==> src/rtl/fetch_ifid_stage.sv <==
// Instruction-fetch stage and IF/ID pipeline register: owns the PC, fetches through a
// single-cycle ready handshake and feeds the decoder. Optional counters under FETCH_PERF_EN.
module fetch_ifid_stage #(
  parameter logic [31:0] RESET_PC = 32'h0000_0000
) (
  input  logic        clk,
  input  logic        clrn,
  output logic [31:0] imem_addr,
  output logic        imem_req,
  input  logic [31:0] imem_rdata,
  input  logic        imem_ready,
  input  logic        stall,
  input  logic        flush,
  input  logic [31:0] redirect_pc,
  output logic [31:0] pc,
  output logic [31:0] ifid_out,
  output logic [31:0] ifid_pc4,
  output logic        ifid_valid
`ifdef FETCH_PERF_EN
  ,
  output logic [31:0] perf_fetch_cnt,
  output logic [31:0] perf_bubble_cnt
`endif
);

  typedef enum logic [1:0] {
    BOOT  = 2'd0,
    FETCH = 2'd1,
    HOLD  = 2'd2
  } state_e;

  state_e      state_q, state_d;
  logic [31:0] pc_q, pc_d;
  logic [31:0] ir_q, ir_d;
  logic [31:0] pc4_q, pc4_d;
  logic        valid_q, valid_d;
  logic [31:0] buf_q, buf_d;
  logic        load_inst, load_bubble;
  logic [31:0] pc_plus4, target;

  assign pc_plus4 = pc_q + 32'd4;
  assign target   = {redirect_pc[31:2], 2'b00};

  // NOTE: every signal assigned here gets a default first, so no path leaves it
  // unassigned and no latch is inferred.
  always_comb begin
    state_d     = state_q;
    pc_d        = pc_q;
    ir_d        = ir_q;
    pc4_d       = pc4_q;
    valid_d     = valid_q;
    buf_d       = buf_q;
    load_inst   = 1'b0;
    load_bubble = 1'b0;

    unique case (state_q)
      BOOT: begin
        state_d = FETCH;
        if (flush) pc_d = target;
      end
      FETCH: begin
        if (flush) begin
          pc_d        = target;
          ir_d        = 32'h0;
          valid_d     = 1'b0;
          load_bubble = 1'b1;
        end else if (imem_ready && !stall) begin
          ir_d      = imem_rdata;
          pc4_d     = pc_plus4;
          valid_d   = 1'b1;
          pc_d      = pc_plus4;
          load_inst = 1'b1;
        end else if (imem_ready) begin
          // Word arrived while ID is stalled: park it so it is not refetched.
          buf_d   = imem_rdata;
          state_d = HOLD;
        end else if (!stall) begin
          ir_d        = 32'h0;
          valid_d     = 1'b0;
          load_bubble = 1'b1;
        end
      end
      HOLD: begin
        if (flush) begin
          pc_d        = target;
          ir_d        = 32'h0;
          valid_d     = 1'b0;
          buf_d       = 32'h0;
          state_d     = FETCH;
          load_bubble = 1'b1;
        end else if (!stall) begin
          ir_d      = buf_q;
          pc4_d     = pc_plus4;
          valid_d   = 1'b1;
          pc_d      = pc_plus4;
          state_d   = FETCH;
          load_inst = 1'b1;
        end
      end
      default: state_d = BOOT;
    endcase
  end

  // NOTE: state registers use non-blocking assignments so every flop samples the
  // pre-edge values regardless of statement order.
  always_ff @(posedge clk or negedge clrn) begin
    if (!clrn) begin
      state_q <= BOOT;
      pc_q    <= RESET_PC;
      ir_q    <= 32'h0;
      pc4_q   <= 32'h0;
      valid_q <= 1'b0;
      buf_q   <= 32'h0;
    end else begin
      state_q <= state_d;
      pc_q    <= pc_d;
      ir_q    <= ir_d;
      pc4_q   <= pc4_d;
      valid_q <= valid_d;
      buf_q   <= buf_d;
    end
  end

  assign imem_addr  = pc_q;
  assign imem_req   = (state_q == FETCH);
  assign pc         = pc_q;
  assign ifid_out   = ir_q;
  assign ifid_pc4   = pc4_q;
  assign ifid_valid = valid_q;

`ifdef FETCH_PERF_EN
  logic [31:0] fetch_cnt_q, bubble_cnt_q;

  always_ff @(posedge clk or negedge clrn) begin
    if (!clrn) begin
      fetch_cnt_q  <= 32'h0;
      bubble_cnt_q <= 32'h0;
    end else begin
      if (load_inst)   fetch_cnt_q  <= fetch_cnt_q + 32'd1;
      if (load_bubble) bubble_cnt_q <= bubble_cnt_q + 32'd1;
    end
  end

  assign perf_fetch_cnt  = fetch_cnt_q;
  assign perf_bubble_cnt = bubble_cnt_q;
`else
  logic unused_load_flags;
  assign unused_load_flags = load_inst ^ load_bubble;
`endif

endmodule

==> config.mk <==
export PLATFORM = sky130hd
export DESIGN_NAME = fetch_ifid_stage
export DESIGN_NICKNAME = d
export VERILOG_FILES = /design/src/rtl/fetch_ifid_stage.sv
export SDC_FILE = /design/constraint.sdc
export NUM_CORES = 1
export LEC_CHECK = 0
export ABC_AREA = 1
export CORE_UTILIZATION = 52
export DETAILED_ROUTE_END_ITERATION = 7
export PLACE_DENSITY = 0.84
export SYNTH_ARGS = -nofsm -noshare
export SYNTH_HDL_FRONTEND = slang
export SYNTH_SLANG_ARGS = --single-unit
==> constraint.sdc <==
create_clock -name clk -period 3.2 [get_ports clk]
set_clock_uncertainty 0.05 [all_clocks]
set_input_delay 0.48 -clock clk [delete_from_list [all_inputs] [get_ports clk]]
set_output_delay 0.48 -clock clk [all_outputs]
set_load 0.05 [all_outputs]
## After elaboration in Yosys (flattened, before gate mapping)

Cells that the tools add are included.
W data, S select, Z words.

| word-level totals | value |
|---|---|
| output and inout port bits | 130 |
| input port bits | 69 |
| logic and storage cells | 65 |
| register bits | 131 |

| cells by class | value |
|---|---|
| mux-type cells | 34 |
| equality and inequality tests | 14 |
| reductions and logical operators | 10 |
| add/subtract/negate cells | 1 |

Operators with widths:

| kind | count |
|---|---|
| $mux W32 | 17 |
| $pmux W32 S2 | 3 |
| $pmux W32 S3 | 1 |
| $add A32 B3 Y32 const B | 1 |
| $ne A2 B2 Y1 const B | 6 |
| $reduce_and A4 Y1 | 3 |
| $mux W2 | 5 |
| $reduce_and A5 Y1 | 2 |
| $ne A4 B2 Y1 const B | 2 |
| $mux W1 | 6 |
| $pmux W2 S3 | 1 |
| $ne A2 B1 Y1 const B | 2 |
| $ne A3 B1 Y1 const B | 1 |
| $ne A3 B3 Y1 const B | 1 |
| $reduce_bool A3 Y1 | 1 |
| $eq A2 B1 Y1 const B | 1 |
| $eq A2 B2 Y1 const B | 1 |
| $logic_not A2 Y1 | 1 |
| $pmux W1 S2 | 1 |
| $reduce_bool A2 Y1 | 1 |
| $logic_and A1 B1 Y1 | 1 |
| $logic_not A1 Y1 | 1 |

## Depth between registers and ports, before layout

Gate-level depths: netlist (run 1).

| depth | value |
|---|---|
| depth in word-level cells | 5 |
| depth in mapped cells | 12 |
| gate-level depth less buffers | 11 |

## Worst setup path after synthesis (run 1)

OpenSTA, ideal clock, no wires.

| path | value |
|---|---|
| path type | register to register |
| start | register state_q[1] |
| end | register pc4_q[17], in the netlist ifid_pc4[17] |
| stages on the path, launching flop included | 10 |
| required time | 3.068 ns |
| data arrival time | 2.028 ns |
| slack | 1.040 ns |
| library setup time | 0.082 ns |
| clock period less this slack | 2.160 ns |
| path buffers | 1 |
| path through | dfrtp_1 > inv_1 > ha_1 > nor2_1 > nor2_1 > nand3_2 > clkinv_1 > clkbuf_1 > nor2_1 > a31oi_1 |

| between the ends | value |
|---|---|
| word-level cells in the longest chain between the ends | 3 |
| elaborated cells on any way between the ends | 9 |
| those cells by class | eq/ne: 6; mux: 1; reduce/logical: 2 |

Ends and longest elaborated chain:

| item | RTL line | source |
|---|---|---|
| from (decl) | 32 | `state_e state_q, state_d;` |
| from (signal assigned) | 115 | `state_q <= state_d;` |
| $eq A2 B1 Y1 * | -- |  |
| via imem_req | 9 | `output logic imem_req,` |
| $ne A2 B1 Y1 (no source line), or another cell as far along | -- |  |
| $reduce_and A5 Y1 (no source line) | -- |  |
| to (signal assigned) | 118 | `pc4_q <= pc4_d;` |
| to (decl) | 35 | `logic [31:0] pc4_q, pc4_d;` |

Mark *: on every way through the listed nets, which the timed path passes. The rest lies on a longest branch.
A chain may end at the register's enable or synchronous reset.

## Worst setup path in the final report (run 1)

| path | value |
|---|---|
| start | register state_q[1] |
| end | output port imem_req |

| between the ends | value |
|---|---|
| word-level cells in the longest chain between the ends | 1 |

Ends and longest elaborated chain:

| item | RTL line | source |
|---|---|---|
| $eq A2 B1 Y1 | 125 | `assign imem_req = (state_q == FETCH);` |
| to (decl) | 9 |  |

Every way passes these cells.

==> results.json, run 1 <==
{
  "final-setup-viol-count": 0,
  "tightest_slew_ps": 818.4,
  "cts-root-to-sink-buffers": 2,
  "critical_path.max_fanout": 6,
  "synth_async_sr_flop_share": 1.000,
  "tritoncts": "done",
  "worst_setup_path_endpoint": "imem_req",
  "antenna_found_initial": 0,
  "dieHeight_um": 115.7,
  "reg2reg_to": "imem_addr[17]$_DFFE_PN0P_",
  "vias": 6491,
  "netlist.top_cell.by_area": "sky130_fd_sc_hd__dfrtp_1",
  "max_clock_freq_mhz": 379.4,
  "wire_per_inst_um": 14.50,
  "ffs_latches_synth": 127,
  "cts_stage_hold_buffer_count": 0,
  "grt_start_max_net_pins": 65,
  "critical_path.startpoint_type": "flip-flop",
  "timing.slew.headroom": 0.4544,
  "seq_area_frac_synth": 0.4728,
  "final-hold-violation-count": 0,
  "grt_overflow": 0,
  "number_of_global_route_vias_before_repair": 5932,
  "critPathArrivalTime_ps": 2110,
  "worstReg2RegStart": "state_q[0]$_DFFE_PN0P_",
  "gp_congestion": 0.9188,
  "n_antenna_cell": 0,
  "route.antenna.remaining_nets": 0,
  "clk_pin_slew_worst_paths_ps": 60,
  "run_status": "complete, no violations",
  "cts-htree-levels": 4,
  "min-delay-path-class": "input port to async pin",
  "final.fill_count": 949,
  "ys_top_cells_by_count": "sky130_fd_sc_hd__nand2_1 (308), sky130_fd_sc_hd__dfrtp_1 (127), sky130_fd_sc_hd__nor2_1 (127)",
  "min_period_ps": 2636,
  "number_of_synthesized_flops_with_an_enable_pin": 0,
  "netlist_instances": 924,
  "synthesis.area_um2": 6721,
  "reg_to_reg_setup_timing_slack_ps": 800,
  "finalNetCount": 1150,
  "drtPass1Iterations": 5,
  "synth_area_leaders": "sky130_fd_sc_hd__dfrtp_1 (47%), sky130_fd_sc_hd__nand2_1 (17%), sky130_fd_sc_hd__nor2_1 (7.1%), sky130_fd_sc_hd__o21ai_0 (5.8%), sky130_fd_sc_hd__buf_4 (4.8%)",
  "synth.distinct_cells": 27,
  "final_layout_size_suffix_gt1_frac": 0.04871,
  "multi_input_comb_area_um2": 2829,
  "final.period_utilization": 0.8237,
  "most_frequent_cell_after_synthesis": "sky130_fd_sc_hd__nand2_1",
  "routed_wl_um": 18270,
  "number_of_buffers_created_by_cts": 17,
  "coreArea_um2": 12620,
  "cts-root-buf": "sky130_fd_sc_hd__clkbuf_16",
  "grt_pass1_wl_um": 28690,
  "fin_tns_setup_ps": 0,
  "report.final.slew_viol_count": 0,
  "timing.critical_path.required_ps": 2670,
  "rsz0062_at_grt": "no",
  "drv.max_cap_violation_count": 0,
  "syn_avg_cell_area_um2": 7.274,
  "synthToLayoutAreaGrowth_pct": 36.50,
  "cts_setup_buffers": 0,
  "setup.worst_path.class": "flip-flop to output pin",
  "place.port_buffers": 190,
  "crit_path_end_kind": "output pin",
  "dp_hpwl_um": 12260,
  "placementRows": 41,
  "clock-sinks": 127,
  "worst_r2r_path_depth": 11,
  "register_area_um2": 3178,
  "detail_route.drc_violations": 0,
  "grt_util_all_layers": 0.2830,
  "setup.worst_path.start": "state_q[1]$_DFFE_PN0P_",
  "cts_repair_resize_count": 0,
  "design.portCount": 199,
  "floorplan.die_area_um2": 13380,
  "clock_latency_ps": 420,
  "synth.top_cell.area_share": 0.4728,
  "ys.flop_type": "sky130_fd_sc_hd__dfrtp_1",
  "initial_utilization": 0.5326,
  "vias_per_cell": 5.152,
  "floorplan.die.width_um": 115.7,
  "ys.warnings.count": 0,
  "first_iter_violations": 591
}
## cell usage in the layout, fill, tap and decap left out, drive strengths merged, types with 14 or more instances in the layout
| cell | instances |
|---|---|
| a21oi | 32 |
| buf | 14 |
| clkbuf | 21 |
| clkdlybuf4s50 | 189 |
| dfrtp | 127 |
| inv | 79 |
| nand2 | 308 |
| nand3 | 33 |
| nor2 | 128 |
| o21ai | 105 |
## kinds of logic (layout without fill, tap and decap cells)
group | count (synthesis) | count (layout) | synth area share
other | 1 | 6 | 0.0005579
AND/OR/NAND/NOR | 476 | 476 | 0.2781
flip-flops | 127 | 127 | 0.4728
adder cells (fa/ha/maj) | 5 | 5 | 0.009308
XOR/XNOR | 8 | 8 | 0.01042
buffers and inverters | 155 | 314 | 0.1124
AO/OA/AOI/OAI | 152 | 152 | 0.1163
## per-stage QoR
| stage | hold WS (ps) | worst slack, ps | cell area [um2] | util | std cells |
|---|---|---|---|---|---|
| final | 98.71 | 564.3 | 9175 | 0.7270 | 1260 |
| after floorplan | 134.4 | 1040 | 6740 | - | 929 |
| after detailed placement | 414.8 | 515.3 | 8544 | 0.6771 | 1229 |
| after CTS | 122.1 | 540.7 | 9175 | 0.7270 | 1260 |
| after global routing | 171.0 | 478.5 | 9175 | 0.7270 | 1260 |
| after global placement | 411.7 | 586.0 | 8544 | 0.6771 | 1229 |
## how the worst min path moves through the flow
stage                                      endpoint  slack, ps  depth (start not counted)
after CTS                  ifid_pc4[21]$_DFFE_PN0P_        120                          1
after global routing       ifid_pc4[21]$_DFFE_PN0P_        170                          1
after floorplan                buf_q[0]$_DFFE_PN0P_        130                          0
final                     imem_addr[20]$_DFFE_PN0P_        100                          1
after detailed placement    ifid_pc4[7]$_DFFE_PN0P_        410                          2
after global placement      ifid_pc4[4]$_DFFE_PN0P_        410                          2
## flip-flops by register name (all words and copies together), names as in the netlist
register,count
ifid_pc4,30
buf_q,32
state_q,2
ifid_valid,1
ifid_out,32
imem_addr,30
## worst max-delay path, stage by stage (launching register included)
cell                              delay (ps)
sky130_fd_sc_hd__dfrtp_1                 400
sky130_fd_sc_hd__inv_1                   110
sky130_fd_sc_hd__ha_1                    300
sky130_fd_sc_hd__clkdlybuf4s50_1         870
## final cells by class
cell class                      count  share of cell area
Multi-Input combinational cell    647              0.3083
Tap cell                          172             0.02346
Inverter                           80             0.03273
Clock inverter                     10             0.01746
Clock buffer                       21             0.05128
Timing Repair Buffer              203              0.2204
Sequential cell                   127              0.3464
## per-layer routing
| metal | GRT usage | share of wire | vias up |
|---|---|---|---|
| met3 | 0.06747 | 0.077 | 38 |
| met1 | 0.3617 | 0.42 | 3000 |
| met2 | 0.4603 | 0.47 | 285 |
| met4 | 0.1248 | 0.028 | 0 |
| li1 | - | - | 3168 |
| met5 | 0 | 0 | - |
Power of run 1 is not shown: default switching activity piles up to over one toggle a cycle in this logic, so the estimate is an artifact.
==> inputs of run 2 (changes only) <==
--- a/config.mk
+++ b/config.mk
@@ -6,9 +6,9 @@
 export NUM_CORES = 1
 export LEC_CHECK = 0
 export ABC_AREA = 1
-export CORE_UTILIZATION = 52
+export CORE_UTILIZATION = 48
 export DETAILED_ROUTE_END_ITERATION = 7
-export PLACE_DENSITY = 0.84
+export PLACE_DENSITY = 0.78
 export SYNTH_ARGS = -nofsm -noshare
 export SYNTH_HDL_FRONTEND = slang
 export SYNTH_SLANG_ARGS = --single-unit
==> constraint.sdc (replaced) <==
create_clock -name clk -period 2.6 [get_ports clk]
set_clock_uncertainty 0.05 [all_clocks]
set_input_delay 0.39 -clock clk [delete_from_list [all_inputs] [get_ports clk]]
set_output_delay 0.39 -clock clk [all_outputs]
set_load 0.05 [all_outputs]
==> run 2 against run 1 <==
Compared with the run above:
- global-route usage shrank 2.0 points
- cell count grew 0.79%
- register-to-register slack lost 440 ps
==> results.json, run 2 (synthesis gave the netlist of run 1 again) <==
{
  "clock_latency_ps": 420,
  "gp_congestion": 0.8933,
  "dp_hpwl_um": 12350,
  "tightest_slew_ps": 566.2,
  "initial_utilization": 0.4996,
  "maxUsedRoutingLayer": "met4",
  "crit_family": "buffers and inverters",
  "number_of_global_route_vias_before_repair": 6037,
  "clock-sinks": 127,
  "worst_r2r_path_depth": 10,
  "vias": 6361,
  "rsz0062_at_grt": "no",
  "route.antenna.remaining_nets": 0,
  "number_of_buffers_created_by_cts": 17,
  "place.port_buffers": 190,
  "dieHeight_um": 120.3,
  "drv.max_cap_violation_count": 0,
  "met2WireLength_um": 8454,
  "tritoncts": "done",
  "critical_path.max_fanout": 7,
  "reg_to_reg_setup_timing_slack_ps": 360,
  "report.final.slew_viol_count": 0,
  "timing.hold.ws_ps": 428.0,
  "grt_util_all_layers": 0.2634,
  "setup.worst_path.class": "flip-flop to output pin",
  "mostFrequentLayoutCell": "sky130_fd_sc_hd__nand2_1",
  "cts-htree-levels": 4,
  "crit_path_end_kind": "output pin",
  "floorplan.die_area_um2": 14480,
  "first_iter_violations": 534,
  "worst_setup_path_endpoint": "pc[13]",
  "grt_overflow": 0,
  "post-route-worst-setup-slack_ps": 333.7,
  "routed_wl_um": 17840,
  "path_buf_inv": 1,
  "clk_pin_slew_worst_paths_ps": 60,
  "final_layout_size_suffix_gt1_frac": 0.05119,
  "min_period_ps": 2266,
  "floorplan.die.width_um": 120.3,
  "reg2reg_to": "ifid_pc4[22]$_DFFE_PN0P_",
  "post-place-ws_ps": 327.4,
  "max_clock_freq_mhz": 441.2,
  "vias_per_cell": 5.009,
  "detail_route.drc_violations": 0,
  "final-hold-violation-count": 0,
  "placementRows": 42,
  "antenna_found_initial": 0,
  "cp_num_cells": 1,
  "timing.slew.headroom": 0.6213,
  "design.portCount": 199,
  "setup.worst_path.start": "imem_addr[13]$_DFFE_PN0P_",
  "timing.critical_path.required_ps": 2160,
  "synthToLayoutAreaGrowth_pct": 36.60,
  "final.period_utilization": 0.8717,
  "grt_pass1_wl_um": 29770,
  "final-setup-viol-count": 0,
  "slowest_cell_on_crit_path": "sky130_fd_sc_hd__clkdlybuf4s50_1",
  "route.layer.met1.wl_um": 7880,
  "critical_path.startpoint_type": "flip-flop",
  "critPathArrivalTime_ps": 1830,
  "grt_start_max_net_pins": 66,
  "coreArea_um2": 13450,
  "finalNetCount": 1155,
  "detailroute.wirelength.met3_um": 1313,
  "cts-root-buf": "sky130_fd_sc_hd__clkbuf_16",
  "cp_max_stage_delay_ps": 880,
  "min-delay-path-class": "flip-flop to flip-flop",
  "wire_per_inst_um": 14.05,
  "n_antenna_cell": 0,
  "critical_path.cell_chain": "clkdlybuf4s50_1",
  "most-common-layout-cells": "sky130_fd_sc_hd__nand2_1 (308), sky130_fd_sc_hd__clkdlybuf4s50_1 (188), sky130_fd_sc_hd__dfrtp_1 (127)",
  "cts-root-to-sink-buffers": 2,
  "worstReg2RegStart": "imem_addr[2]$_DFFE_PN0P_",
  "run_status": "complete, no violations",
  "fin_tns_setup_ps": 0,
  "drtPass1Iterations": 5
}
==> run 2: cell count changes in the layout (fill, tap and decap cells not counted), sizes merged, moves of 2 or more <==
cell | previous run | this run
clkinvlp | 1 | 5
buf | 14 | 18
clkinv | 6 | 4
bufinv | 4 | 2
==> run 2: how the worst min path moves through the flow <==
stage	start	cells after the start	to	slack, ps
after floorplan	clrn	0	buf_q[0]$_DFFE_PN0P_	40
after global placement	clrn	1	ifid_pc4[3]$_DFFE_PN0P_	350
after detailed placement	clrn	1	ifid_pc4[3]$_DFFE_PN0P_	350
after CTS	ifid_pc4[30]$_DFFE_PN0P_	2	ifid_pc4[30]$_DFFE_PN0P_	430
after global routing	ifid_pc4[7]$_DFFE_PN0P_	2	ifid_pc4[7]$_DFFE_PN0P_	450
final	ifid_pc4[30]$_DFFE_PN0P_	2	ifid_pc4[30]$_DFFE_PN0P_	430
==> run 2: cell type report <==
class,instances,area [um2]
timing repair buffer,208,2077
clock buffer,22,464.2
clock inverter,10,112.6
sequential,127,3178
tap,176,220.2
multi-input combinational,647,2829
fill,1147,4272
inverter,80,300.3
==> run 2: stage by stage <==
step,area [um2],instances,utilization
after floorplan,6740,929,-
after global placement,8592,1237,0.6387
after detailed placement,8592,1237,0.6387
after CTS,9179,1270,0.6823
after global routing,9181,1270,0.6825
final,9181,1270,0.6825
==> run 2: what timing repair did <==
action | in CTS | in global routing
setup buffers | 0 | 0
setup endpoints to repair | 0 | 1
hold buffers | 1 | 0
endpoints found under the hold margin | 37 | 0
resized for setup | 0 | 1
==> run 2: worst reg2reg max path: cells and delay by family, from the launching register on <==
kind | cells | cell delay, ps
DFF | 1 | 460
and+or+nand+nor | 9 | 1400
adders and majority gates | 1 | 220
==> run 2: routing by layer <==
layer / vias up / global-route usage
met5: - / 0
met4: 0 / 0.06790
met3: 14 / 0.06887
met2: 226 / 0.4253
met1: 2951 / 0.3522
li1: 3170 / -
Power of run 2 is left out for the same reason.
==> inputs of run 3 (changes only) <==
--- a/config.mk
+++ b/config.mk
@@ -8,7 +8,9 @@
 export ABC_AREA = 1
 export CORE_UTILIZATION = 48
 export DETAILED_ROUTE_END_ITERATION = 7
+export MAX_ROUTING_LAYER = met4
 export PLACE_DENSITY = 0.78
 export SYNTH_ARGS = -nofsm -noshare
 export SYNTH_HDL_FRONTEND = slang
 export SYNTH_SLANG_ARGS = --single-unit
+export TNS_END_PERCENT = 1
==> run 3 against run 2 <==
Compared with the run above:
- core utilization unchanged
- critical endpoint is now imem_addr[28]$_DFFE_PN0P_
- clock-buffer cell count unchanged
- cell count unchanged
- global-route usage up 0.77 points
==> results.json, run 3 (synthesis gave the netlist of run 1 again) <==
{
  "floorplan.die_area_um2": 14480,
  "cts-root-to-sink-buffers": 2,
  "mostFrequentLayoutCell": "sky130_fd_sc_hd__nand2_1",
  "route.antenna.remaining_nets": 0,
  "final_layout_size_suffix_gt1_frac": 0.05119,
  "grt_pass1_wl_um": 29740,
  "grt_start_max_net_pins": 66,
  "run_status": "complete, no violations",
  "most-common-layout-cells": "sky130_fd_sc_hd__nand2_1 (308), sky130_fd_sc_hd__clkdlybuf4s50_1 (188), sky130_fd_sc_hd__dfrtp_1 (127)",
  "detail_route.drc_violations": 0,
  "initial_utilization": 0.4996,
  "slowest_cell_on_crit_path": "sky130_fd_sc_hd__dfrtp_1",
  "path_buf_inv": 0,
  "drtPass1Iterations": 5,
  "cts-htree-levels": 4,
  "dp_hpwl_um": 12350,
  "floorplan.die.width_um": 120.3,
  "first_iter_violations": 512,
  "rsz0062_at_grt": "no",
  "critical_path.max_fanout": 7,
  "coreArea_um2": 13450,
  "n_antenna_cell": 0,
  "crit_path_end_kind": "flip-flop",
  "report.final.slew_viol_count": 0,
  "grt_util_all_layers": 0.2711,
  "timing.slew.headroom": 0.6218,
  "critPathArrivalTime_ps": 2520,
  "design.portCount": 199,
  "number_of_global_route_vias_before_repair": 6027,
  "critical_path.cell_chain": "ha_1 > nand2_1 > nor2_1 > nand2_1 > nor2_1 > nand2_1 > nand2_1 > nand3_1 > nand2_1 > nand2_1",
  "min-delay-path-class": "flip-flop to flip-flop",
  "finalNetCount": 1155,
  "clk_pin_slew_worst_paths_ps": 60,
  "max_clock_freq_mhz": 440.5,
  "final-setup-viol-count": 0,
  "synthToLayoutAreaGrowth_pct": 36.60,
  "final-hold-violation-count": 0,
  "critical_path.startpoint_type": "flip-flop",
  "dieHeight_um": 120.3,
  "vias": 6348,
  "gp_congestion": 0.9085,
  "timing.critical_path.required_ps": 2850,
  "tightest_slew_ps": 565.5,
  "min_period_ps": 2270,
  "wire_per_inst_um": 14.05,
  "clock-sinks": 127,
  "routed_wl_um": 17850,
  "number_of_buffers_created_by_cts": 17,
  "setup.worst_path.class": "flip-flop to flip-flop",
  "place.port_buffers": 190,
  "cp_max_stage_delay_ps": 460,
  "antenna_found_initial": 0,
  "crit_family": "simple AND/OR/NAND/NOR gates",
  "placementRows": 42,
  "vias_per_cell": 4.998,
  "clock_latency_ps": 420,
  "final.period_utilization": 0.8731,
  "most_prevalent_standard_cell_on_the_critical_path": "sky130_fd_sc_hd__nand2_1",
  "fin_tns_setup_ps": 0,
  "grt_overflow": 0,
  "reg_to_reg_setup_timing_slack_ps": 330,
  "drv.max_cap_violation_count": 0,
  "cts-root-buf": "sky130_fd_sc_hd__clkbuf_16",
  "tritoncts": "done"
}
==> run 3: cell counts in the layout (fill, tap and decap cells not counted) <==
No cell type changed its count.
==> run 3: timing repair <==
item	4_1_cts	5_1_grt
hold buffers	1	0
setup buffers	0	0
setup endpoints to repair	0	1
endpoints found under the hold margin	37	0
resized for setup	0	1
==> run 3: final cells by class <==
cell class                 instances  area (um2)
clock buffer                      22       464.2
clock inverter                    10       112.6
fill                            1147        4272
inverter                          80       300.3
multi-input combinational        647        2829
sequential                       127        3178
tap                              176       220.2
timing repair buffer             208        2077
==> run 3: per-stage QoR <==
| stage | util | hold WS (ps) | std cells | area (um2) | worst slack [ps] |
|---|---|---|---|---|---|
| finish | 0.6825 | 427.0 | 1270 | 9181 | 330.1 |
| global route | 0.6825 | 452.5 | 1270 | 9181 | 148.5 |
| CTS | 0.6823 | 429.4 | 1270 | 9179 | 23.71 |
| detailed placement | 0.6387 | 354.2 | 1237 | 8592 | 327.4 |
| global placement | 0.6387 | 345.9 | 1237 | 8592 | 376.2 |
| floorplan | - | 44.41 | 929 | 6740 | 439.9 |
==> run 3: final timing paths <==
check | from | cells past startpoint | to
worst min register to register | ifid_pc4[30]$_DFFE_PN0P_ | 2 | ifid_pc4[30]$_DFFE_PN0P_
worst max register to register | imem_addr[2]$_DFFE_PN0P_ | 10 | imem_addr[28]$_DFFE_PN0P_
min in group asynchronous | clrn | 2 | ifid_pc4[2]$_DFFE_PN0P_
worst min-delay path | ifid_pc4[30]$_DFFE_PN0P_ | 2 | ifid_pc4[30]$_DFFE_PN0P_
max in group asynchronous | clrn | 3 | imem_addr[22]$_DFFE_PN0P_
worst max-delay path | imem_addr[2]$_DFFE_PN0P_ | 10 | imem_addr[28]$_DFFE_PN0P_
==> run 3: worst min-delay path: cells and delay by family, from the launching register on <==
| family | cells | cell delay, ps |
|---|---|---|
| flip-flops | 1 | 340 |
| AND/OR/NAND/NOR | 2 | 110 |
==> run 3: metal layers <==
layer / track usage / vias up / routed length [um]
li1: - / 3168 / -
met1: 0.3572 / 2950 / 8048
met2: 0.4239 / 217 / 8449
met3: 0.06226 / 13 / 1165
met4: 0.07022 / 0 / 184
met5: - / - / 0
Power of run 3 is left out for the same reason.
